==> config.mk <==
export PLATFORM = sky130hd
export DESIGN_NAME = fp_round_pack
export DESIGN_NICKNAME = d
export VERILOG_FILES = /design/src/rtl/fp_round_pack_pkg.sv /design/src/rtl/fp_round_pack_rne_incr.sv /design/src/rtl/fp_round_pack.sv
export SDC_FILE = /design/constraint.sdc
export NUM_CORES = 1
export LEC_CHECK = 0
export CAP_MARGIN = 0
export CORE_AREA = 5 5 90 75
export DETAILED_ROUTE_END_ITERATION = 8
export DIE_AREA = 0 0 95 80
export DONT_BUFFER_PORTS = 1
export MAX_ROUTING_LAYER = met4
export PLACE_DENSITY_LB_ADDON = 0.05
export SETUP_SLACK_MARGIN = 0.1
export SLEW_MARGIN = 20
export SYNTH_ARGS = -nofsm -noshare
export SYNTH_HDL_FRONTEND = slang
export SYNTH_SLANG_ARGS = --single-unit
==> constraint.sdc <==
create_clock -name clk -period 4.9 [get_ports clk]
set_clock_uncertainty 0.05 [all_clocks]
set_input_delay 0.98 -clock clk [delete_from_list [all_inputs] [get_ports clk]]
set_output_delay 0.98 -clock clk [all_outputs]
set_load 0.1 [all_outputs]
==> src/rtl/fp_round_pack_pkg.sv <==
// Shared floating-point format constants, flag layout and special-value
// constructors for the MAC output path (default single-precision format).
package fp_round_pack_pkg;

  localparam int FP_DATA_W  = 32;
  localparam int FP_EXP_W   = 8;
  localparam int FP_F_W     = FP_DATA_W - FP_EXP_W - 1;
  localparam int FP_MAN_W   = FP_F_W + 1;
  localparam int FP_BIAS    = (1 << (FP_EXP_W - 1)) - 1;
  localparam int FP_EXP_INF = (1 << FP_EXP_W) - 1;

  // Bit positions inside the 4-bit exception flag vector
  localparam int FLAG_W         = 4;
  localparam int FLAG_INVALID   = 3;
  localparam int FLAG_OVERFLOW  = 2;
  localparam int FLAG_UNDERFLOW = 1;
  localparam int FLAG_INEXACT   = 0;

  // Signed infinity in the default format
  function automatic logic [FP_DATA_W-1:0] fp_inf(input logic sign);
    return {sign, {FP_EXP_W{1'b1}}, {FP_F_W{1'b0}}};
  endfunction

  // Canonical quiet NaN in the default format (positive, top fraction bit set)
  function automatic logic [FP_DATA_W-1:0] fp_nan();
    return {1'b0, {FP_EXP_W{1'b1}}, 1'b1, {(FP_F_W-1){1'b0}}};
  endfunction

endpackage

==> src/rtl/fp_round_pack_rne_incr.sv <==
// Round-to-nearest-even decision on {mantissa, G, R, S} plus the mantissa
// increment; the sum is one bit wider so a carry-out stays visible.
module fp_rne_incr
  import fp_round_pack_pkg::*;
#(
  parameter int MAN_W = FP_MAN_W
) (
  input  logic [MAN_W+2:0] man,
  output logic [MAN_W:0]   sum,
  output logic             inexact
);

  logic lsb, g, r, s, inc;

  // Round up on more-than-half, or exactly half when the kept LSB is odd
  always_comb begin
    lsb     = man[3];
    g       = man[2];
    r       = man[1];
    s       = man[0];
    inc     = g & (r | s | lsb);
    inexact = g | r | s;
    sum     = {1'b0, man[MAN_W+2:3]} + {{MAN_W{1'b0}}, inc};
  end

endmodule

==> src/rtl/fp_round_pack.sv <==
// Two-stage round-and-pack pipeline: stage 1 rounds, stage 2 resolves
// carry-out, subnormal promotion, overflow and NaN and registers the packed
// word with its exception flags. Full valid/ready backpressure.
module fp_round_pack
  import fp_round_pack_pkg::*;
#(
  parameter int DATA_W = FP_DATA_W,
  parameter int EXP_W  = FP_EXP_W
) (
  input  logic                      clk,
  input  logic                      rst,
  input  logic                      in_valid,
  output logic                      in_ready,
  input  logic                      in_sign,
  input  logic [EXP_W+1:0]          in_exp,
  input  logic [DATA_W-EXP_W+2:0]   in_man,
  input  logic                      in_nan,
  output logic                      out_valid,
  input  logic                      out_ready,
  output logic [DATA_W-1:0]         out_data,
  output logic [FLAG_W-1:0]         out_flags,
  output logic [FLAG_W-1:0]         sticky_flags,
  input  logic                      flags_clr
);

  localparam int F_W   = DATA_W - EXP_W - 1;
  localparam int MAN_W = F_W + 1;
  localparam int XW    = EXP_W + 2;
  localparam int RW    = EXP_W + 3;   // room for exp + carry without wrap
  localparam logic [RW-1:0]     EXP_INF_R = {3'b000, {EXP_W{1'b1}}};
  localparam logic [DATA_W-1:0] NAN_WORD  = {1'b0, {EXP_W{1'b1}}, 1'b1, {(F_W-1){1'b0}}};

  // Stage 1 registers
  logic             s1_valid_q, s1_valid_d;
  logic             s1_sign_q, s1_sign_d;
  logic [XW-1:0]    s1_exp_q, s1_exp_d;
  logic [MAN_W:0]   s1_sum_q, s1_sum_d;
  logic             s1_inexact_q, s1_inexact_d;
  logic             s1_nan_q, s1_nan_d;
  // Stage 2 / output registers
  logic             s2_valid_q, s2_valid_d;
  logic [DATA_W-1:0] out_data_q, out_data_d;
  logic [FLAG_W-1:0] out_flags_q, out_flags_d;
  logic [FLAG_W-1:0] sticky_q, sticky_d;

  logic             rne_inexact;
  logic [MAN_W:0]   rne_sum;

  logic             s1_load, s2_ready, s2_load, out_hs;
  logic             carry, ovf;
  logic [RW-1:0]    exp_r;
  logic [EXP_W-1:0] exp_field;
  logic [F_W-1:0]   frac;
  logic [DATA_W-1:0] pack_word;
  logic [FLAG_W-1:0] pack_flags;

  fp_rne_incr #(.MAN_W(MAN_W)) u_rne (
    .man     (in_man),
    .sum     (rne_sum),
    .inexact (rne_inexact)
  );

  // Stage 2 datapath: carry/subnormal/overflow/NaN resolution and packing
  always_comb begin
    carry = s1_sum_q[MAN_W];
    exp_r = {1'b0, s1_exp_q} + {{(RW-1){1'b0}}, carry};
    frac  = carry ? s1_sum_q[MAN_W-1:1] : s1_sum_q[F_W-1:0];
    // A zero biased exponent only becomes 1 if rounding set the integer bit
    if (s1_sum_q == '0)
      exp_field = '0;
    else if (exp_r == '0)
      exp_field = {{(EXP_W-1){1'b0}}, s1_sum_q[MAN_W-1]};
    else
      exp_field = exp_r[EXP_W-1:0];
    ovf        = (exp_r >= EXP_INF_R);
    pack_word  = {s1_sign_q, exp_field, frac};
    pack_flags = '0;
    if (s1_nan_q) begin
      pack_word                 = NAN_WORD;
      pack_flags[FLAG_INVALID]  = 1'b1;
    end else if (ovf) begin
      pack_word                 = {s1_sign_q, {EXP_W{1'b1}}, {F_W{1'b0}}};
      pack_flags[FLAG_OVERFLOW] = 1'b1;
      pack_flags[FLAG_INEXACT]  = 1'b1;
    end else begin
      pack_flags[FLAG_UNDERFLOW] = (exp_field == '0) & s1_inexact_q;
      pack_flags[FLAG_INEXACT]   = s1_inexact_q;
    end
  end

  // Pipeline handshake control and next-state selection for all registers
  always_comb begin
    s2_ready   = ~s2_valid_q | out_ready;
    in_ready   = ~s1_valid_q | ~s2_valid_q | out_ready;
    s1_load    = in_valid & in_ready;
    s2_load    = s2_ready & s1_valid_q;
    out_hs     = s2_valid_q & out_ready;

    s1_valid_d   = in_ready ? in_valid : s1_valid_q;
    s1_sign_d    = s1_load ? in_sign     : s1_sign_q;
    s1_exp_d     = s1_load ? in_exp      : s1_exp_q;
    s1_sum_d     = s1_load ? rne_sum     : s1_sum_q;
    s1_inexact_d = s1_load ? rne_inexact : s1_inexact_q;
    s1_nan_d     = s1_load ? in_nan      : s1_nan_q;

    s2_valid_d  = s2_ready ? s1_valid_q : s2_valid_q;
    out_data_d  = s2_load ? pack_word  : out_data_q;
    out_flags_d = s2_load ? pack_flags : out_flags_q;

    // Clear first, then accumulate the flags of the result leaving now
    sticky_d = (flags_clr ? '0 : sticky_q) | (out_hs ? out_flags_q : '0);
  end

  // State registers with synchronous reset dropping any in-flight results
  always_ff @(posedge clk) begin
    if (rst) begin
      s1_valid_q   <= 1'b0;
      s1_sign_q    <= 1'b0;
      s1_exp_q     <= '0;
      s1_sum_q     <= '0;
      s1_inexact_q <= 1'b0;
      s1_nan_q     <= 1'b0;
      s2_valid_q   <= 1'b0;
      out_data_q   <= '0;
      out_flags_q  <= '0;
      sticky_q     <= '0;
    end else begin
      s1_valid_q   <= s1_valid_d;
      s1_sign_q    <= s1_sign_d;
      s1_exp_q     <= s1_exp_d;
      s1_sum_q     <= s1_sum_d;
      s1_inexact_q <= s1_inexact_d;
      s1_nan_q     <= s1_nan_d;
      s2_valid_q   <= s2_valid_d;
      out_data_q   <= out_data_d;
      out_flags_q  <= out_flags_d;
      sticky_q     <= sticky_d;
    end
  end

  assign out_valid    = s2_valid_q;
  assign out_data     = out_data_q;
  assign out_flags    = out_flags_q;
  assign sticky_flags = sticky_q;

endmodule

== After elaboration in Yosys (flattened, before gate mapping) ==
Cells that the tools add are included.

* Word-level logic and storage cells: 43
* Register bits after elaboration: 80
* Output and inout port bits: 42
* Bits of input ports: 44

* Muxes and demuxes: 12
* Reductions and logical operators: 3
* Add/sub/neg operators: 2
* Bitwise operators: 15
* Magnitude comparators: 1

{| class="wikitable"
|+ Operator list
! kind !! count
|-
| two-way mux 32 bit || 1
|-
| two-way mux 31 bit || 1
|-
| adder 24 x 1 -> 25 bit || 1
|-
| zero test 25 bit || 1
|-
| two-way mux 23 bit || 1
|-
| two-way mux 8 bit || 2
|-
| adder 10 x 1 -> 11 bit || 1
|-
| greater-or-equal comparator 11 x 8 -> 1 bit, second input constant || 1
|-
| zero test 11 bit || 1
|-
| zero test 8 bit || 1
|-
| two-way mux 4 bit || 2
|-
| bitwise OR 1 bit || 7
|-
| AND 1 bit || 5
|-
| two-way mux 1 bit || 4
|-
| bitwise OR 4 bit || 1
|-
| two-way mux 3 bit || 1
|-
| inverter 1 bit || 2
|}

== Depth between registers and ports, before layout ==
* Depth after elaboration: 8
* Depth in mapped cells: 9
* Depth with buffers taken out: 7

== By module ==
From an unflattened synthesis, not the netlist that was laid out.

* Cells, all modules: 469
* Area, all modules: 4041.4 µm²

{| class="wikitable"
|+ By module, submodules not included
! module !! area each (µm²) !! instances !! cells an instance !! sequential area each (µm²)
|-
| fp_round_pack || 3568.4 || 1 || 402 || 1601.5
|-
| fp_rne_incr || 473.0 || 1 || 67 || 0.0
|}

== Worst setup path before layout ==
OpenSTA, ideal clock, no wires.

* Path kind: register -> register
* Start point: register s2_valid_q, in the netlist out_valid
* End point: register s1_exp_q[7]
* Setup time: 71 ps
* Required time: 4779 ps
* Period minus slack after synthesis: 2913 ps
* Path slack: 1987 ps
* Stages on the path, launching flop included: 7
* Arrival: 2793 ps
* Buffers on the path: 1
* Cell sequence: dfxtp_1 > nor2b_1 > nand2_1 > nand2_1 > clkbuf_1 > nand2_1 > a21oi_1

* Cells in the longest elaborated chain, start to end: 4

{| class="wikitable"
|+ Ends and longest elaborated chain
! item !! RTL line !! source
|-
| from (decl) || fp_round_pack.sv:41 || <nowiki>logic s2_valid_q, s2_valid_d;</nowiki>
|-
| from (signal assigned) || fp_round_pack.sv:134 || <nowiki>s2_valid_q <= s2_valid_d;</nowiki>
|-
| inverter 1 bit || fp_round_pack.sv:94 || <nowiki>in_ready = ~s1_valid_q | ~s2_valid_q | out_ready;</nowiki>
|-
| bitwise OR 1 bit (2 in a row) || fp_round_pack.sv:94 ||
|-
| named net in_ready || fp_round_pack.sv:13 || <nowiki>output logic in_ready,</nowiki>
|-
| AND 1 bit || fp_round_pack.sv:95 || <nowiki>s1_load = in_valid & in_ready;</nowiki>
|-
| to (signal assigned) || fp_round_pack.sv:130 || <nowiki>s1_exp_q <= s1_exp_d;</nowiki>
|-
| to (decl) || fp_round_pack.sv:36 || <nowiki>logic [XW-1:0] s1_exp_q, s1_exp_d;</nowiki>
|}

The timed path passes the listed nets, and every way through them passes these cells.
A chain may end at the register's enable or synchronous reset.

== Final worst setup path ==
* Start point: register s2_valid_q, in the netlist out_valid
* End point: output in_ready

* Cells in the longest elaborated chain, start to end: 3

{| class="wikitable"
|+ Ends and longest elaborated chain
! item !! RTL line
|-
| inverter 1 bit || fp_round_pack.sv:94
|-
| bitwise OR 1 bit (2 in a row) || fp_round_pack.sv:94
|-
| to (decl) || fp_round_pack.sv:13
|}

No other way between the ends.

==> metrics.txt <==
combinational fraction of design power 8.5%; Compound-Gate Fraction of Synth Area 19.3%; xor-xnor portion of the synthesized cell area 6.43%; Worst Setup SP out_valid; grt ovf 0; first-pass iteration count of the detailed router 5; Critical Path RT 3870 ps; Post-synth EDFFs 0; FILL cells 507; LEAKAGE 0.00139 uW; Ys Warns 0; FP Rows 25; critical path type flip-flop to output port; GR peak layer met1; die area 0.00760 mm2; grt met2 use 34.3%; GRT met1 Usage 35.6%; HP Start s1_exp_q[0]; PwrDens 358 mW/mm2; mux contribution to synthesized area 6.30%; drt wl/cell 16.8 um; post-CTS setup repair buffer count 0; first-pass GRT wire length 14.6 mm; largest net degree at the start of global routing 40; total number of H-tree levels 3; routed wire length 8.79 mm; routed vias 3,140; ys flop type dfxtp_1; FFs w/ async S/R, synth 0%; Post-DRT Antenna Nets 0; status finished clean; CTS tree yes; Yosys cell types 51; die height 80 um; Worst-Margin Slew 1030 ps; Adder-Cell Fraction of Synth Area 0.985%; Buffers & Inverters on Critical Path 1; post-cts sizing count 0; most frequent cell after synthesis dfxtp_1; fin cells 523; Synth area leader dfxtp_1; Via-to-Cell Ratio 6.00; CTS Sinks 80; FF+latch area 0.00160 mm2; Max Clock Freq 329 MHz; CP Capture Type output port; Crit path max-delay family simple AND/OR/NAND/NOR gates; placed insts 507; Slew HR 31.2%; synthesized net count 495; clock slew at reported path FFs 90 ps; reg2reg setup slack 2000 ps; post-route DRC violation count 0; root buffer cell clkbuf_8; CTS Buf Count 9; max_cap viols 0; Clk Latency, worst-skew pair 360 ps; post-synth top area share 42.0%; Final GP Congestion 0.879; Synth Area in Simple Gates 21.0%; RSZ-0062 raised after global routing no; final core occ 70.5%; CP arrival 2010 ps; layout cells sized above 1 11.8%; slowest cell on the critical path nand2_1; Post-Synthesis Cell Area 0.00381 mm2; setup total negative slack 0 ps; CORE AREA 0.00576 mm2; Top Ports 86; Starting Density 66.2%; worst-path maximum fanout 7; Clock power frac 36.4%; most frequent cells after synthesis dfxtp_1 (80), nand2_1 (78), a21oi_1 (38); critical path launch point type flip-flop; Longest Clk Path Bufs 2; Post-Syn Area per Cell 8.51 um2; final setup fails 0; Mapped Cells 448; fin crit period 3040 ps; synthesis-to-layout area growth 6.43%; cells along the critical path buf_4 -> nor2b_1 -> nand2_1; Net Sw Power 432 uW; multi-input logic area 0.00207 mm2; switching portion of total power 29.7%; CP max stage delay 660 ps; cts hold-fix bufs 0; #FFs+latches synth 80; Total GRT Usage 25.4%; Area contributors post-synth dfxtp_1 (42%), nand2_1 (7.7%), mux2i_1 (6.3%); Chip Width 95 um; Worst R2R Start s1_sum_q[24]; Seq/Total Area, Yosys 42.0%; maximum vdd drop 244 uV; violation count after the first detailed-route iteration 178; sequential power share 55.1%; vias in the first global route 3,001; Fin. Hold Viols 0; largest family of logic cells by synthesized area simple AND/OR/NAND/NOR gates; HPWL reported at the end of detailed placement 6.56 mm; Final period util 62.0%; Antenna Cells 0; Port Buffers 0; GR Util met3 8.29%; nets@finish 484; max-slew violations 0; Internal 1020 uW; initial antenna violation count 0; Hold Crit Class flip-flop to flip-flop
[power by group through the flow]
stage | registers [uW] | logic, uW | clock network (uW)
3_5_place_dp | 815 | 123 | 0
6_report | 800 | 124 | 529
4_1_cts | 800 | 124 | 538
5_1_grt | 805 | 141 | 567
3_3_place_gp | 813 | 119 | 0
2_1_floorplan | 804 | 106 | 0
[tightest hold or removal path, cell delays in order (launching register included)]
cell	delay, ps
dfxtp_1	320
nand2_1	50
a21oi_1	50
[through the flow]
| stage | hold WS [ps] | power, uW | setup WS, ps | instance area [um2] |
|---|---|---|---|---|
| floorplan | 387 | 909 | 1990 | 3810 |
| global placement | 385 | 932 | 1880 | 3840 |
| detailed placement | 400 | 937 | 1800 | 3840 |
| CTS | 411 | 1460 | 1850 | 4060 |
| global route | 434 | 1510 | 1760 | 4060 |
| finish | 408 | 1450 | 1860 | 4060 |
[metal layers]
metal	wire length (um)	vias to the layer above	part of all wire, %
met4	105	0	1.2
met1	4230	1440	48
li1	-	1576	-
met5	0	-	0
met2	3620	113	41
met3	838	11	9.5
[sequential cells by signal (all words and copies together) (netlist names)]
signal	cells
s1_sign_q	1
out_valid	1
s1_valid_q	1
out_data	32
s1_sum_q	25
s1_exp_q	10
sticky_flags	4
out_flags	4
s1_inexact_q	1
s1_nan_q	1
[cell usage in the layout, fill, tap and decap left out, types with 2 or more instances in the layout]
cell / instances
a211oi_1: 12
o21ai_0: 26
nand2_1: 78
mux2i_1: 24
o21ai_2: 20
clkbuf_8: 9
and2_1: 2
nor2b_1: 2
nor4_1: 10
ha_1: 3
buf_4: 5
dfxtp_1: 80
nand2b_1: 2
nand4_1: 7
nand3_1: 13
a21oi_1: 37
or3_1: 2
a32oi_1: 4
bufinv_16: 2
nor3_1: 6
and3_1: 4
a311oi_1: 2
and4_1: 3
inv_1: 6
xnor2_1: 15
nor2_1: 27
clkinvlp_4: 2
xor2_1: 13
[cell type report]
class / instances / share of cell area (%)
well taps: 81 / 2.50
flip-flops and latches: 80 / 39.5
clock inverters: 6 / 2.28
clock buffers: 10 / 3.15
multi-input cells: 335 / 51.1
repair buffers: 5 / 0.925
inverters: 6 / 0.555
[logic make-up after synthesis]
kind of cell	Yosys count
AOI/OAI and AO/OA	113
and+or+nand+nor	167
buffers and inverters	33
muxes	24
xor gates and xnor gates	28
adders and majority gates	3
DFF	80
[final timing paths]
kind / endpoint / cells past startpoint
worst max-delay path: in_ready / 3
worst min-delay path: s1_exp_q[0] / 2
worst max register to register: out_flags[1] / 7
worst min register to register: s1_exp_q[0] / 2
No activity file was read; power rests on OpenSTA's default activity.
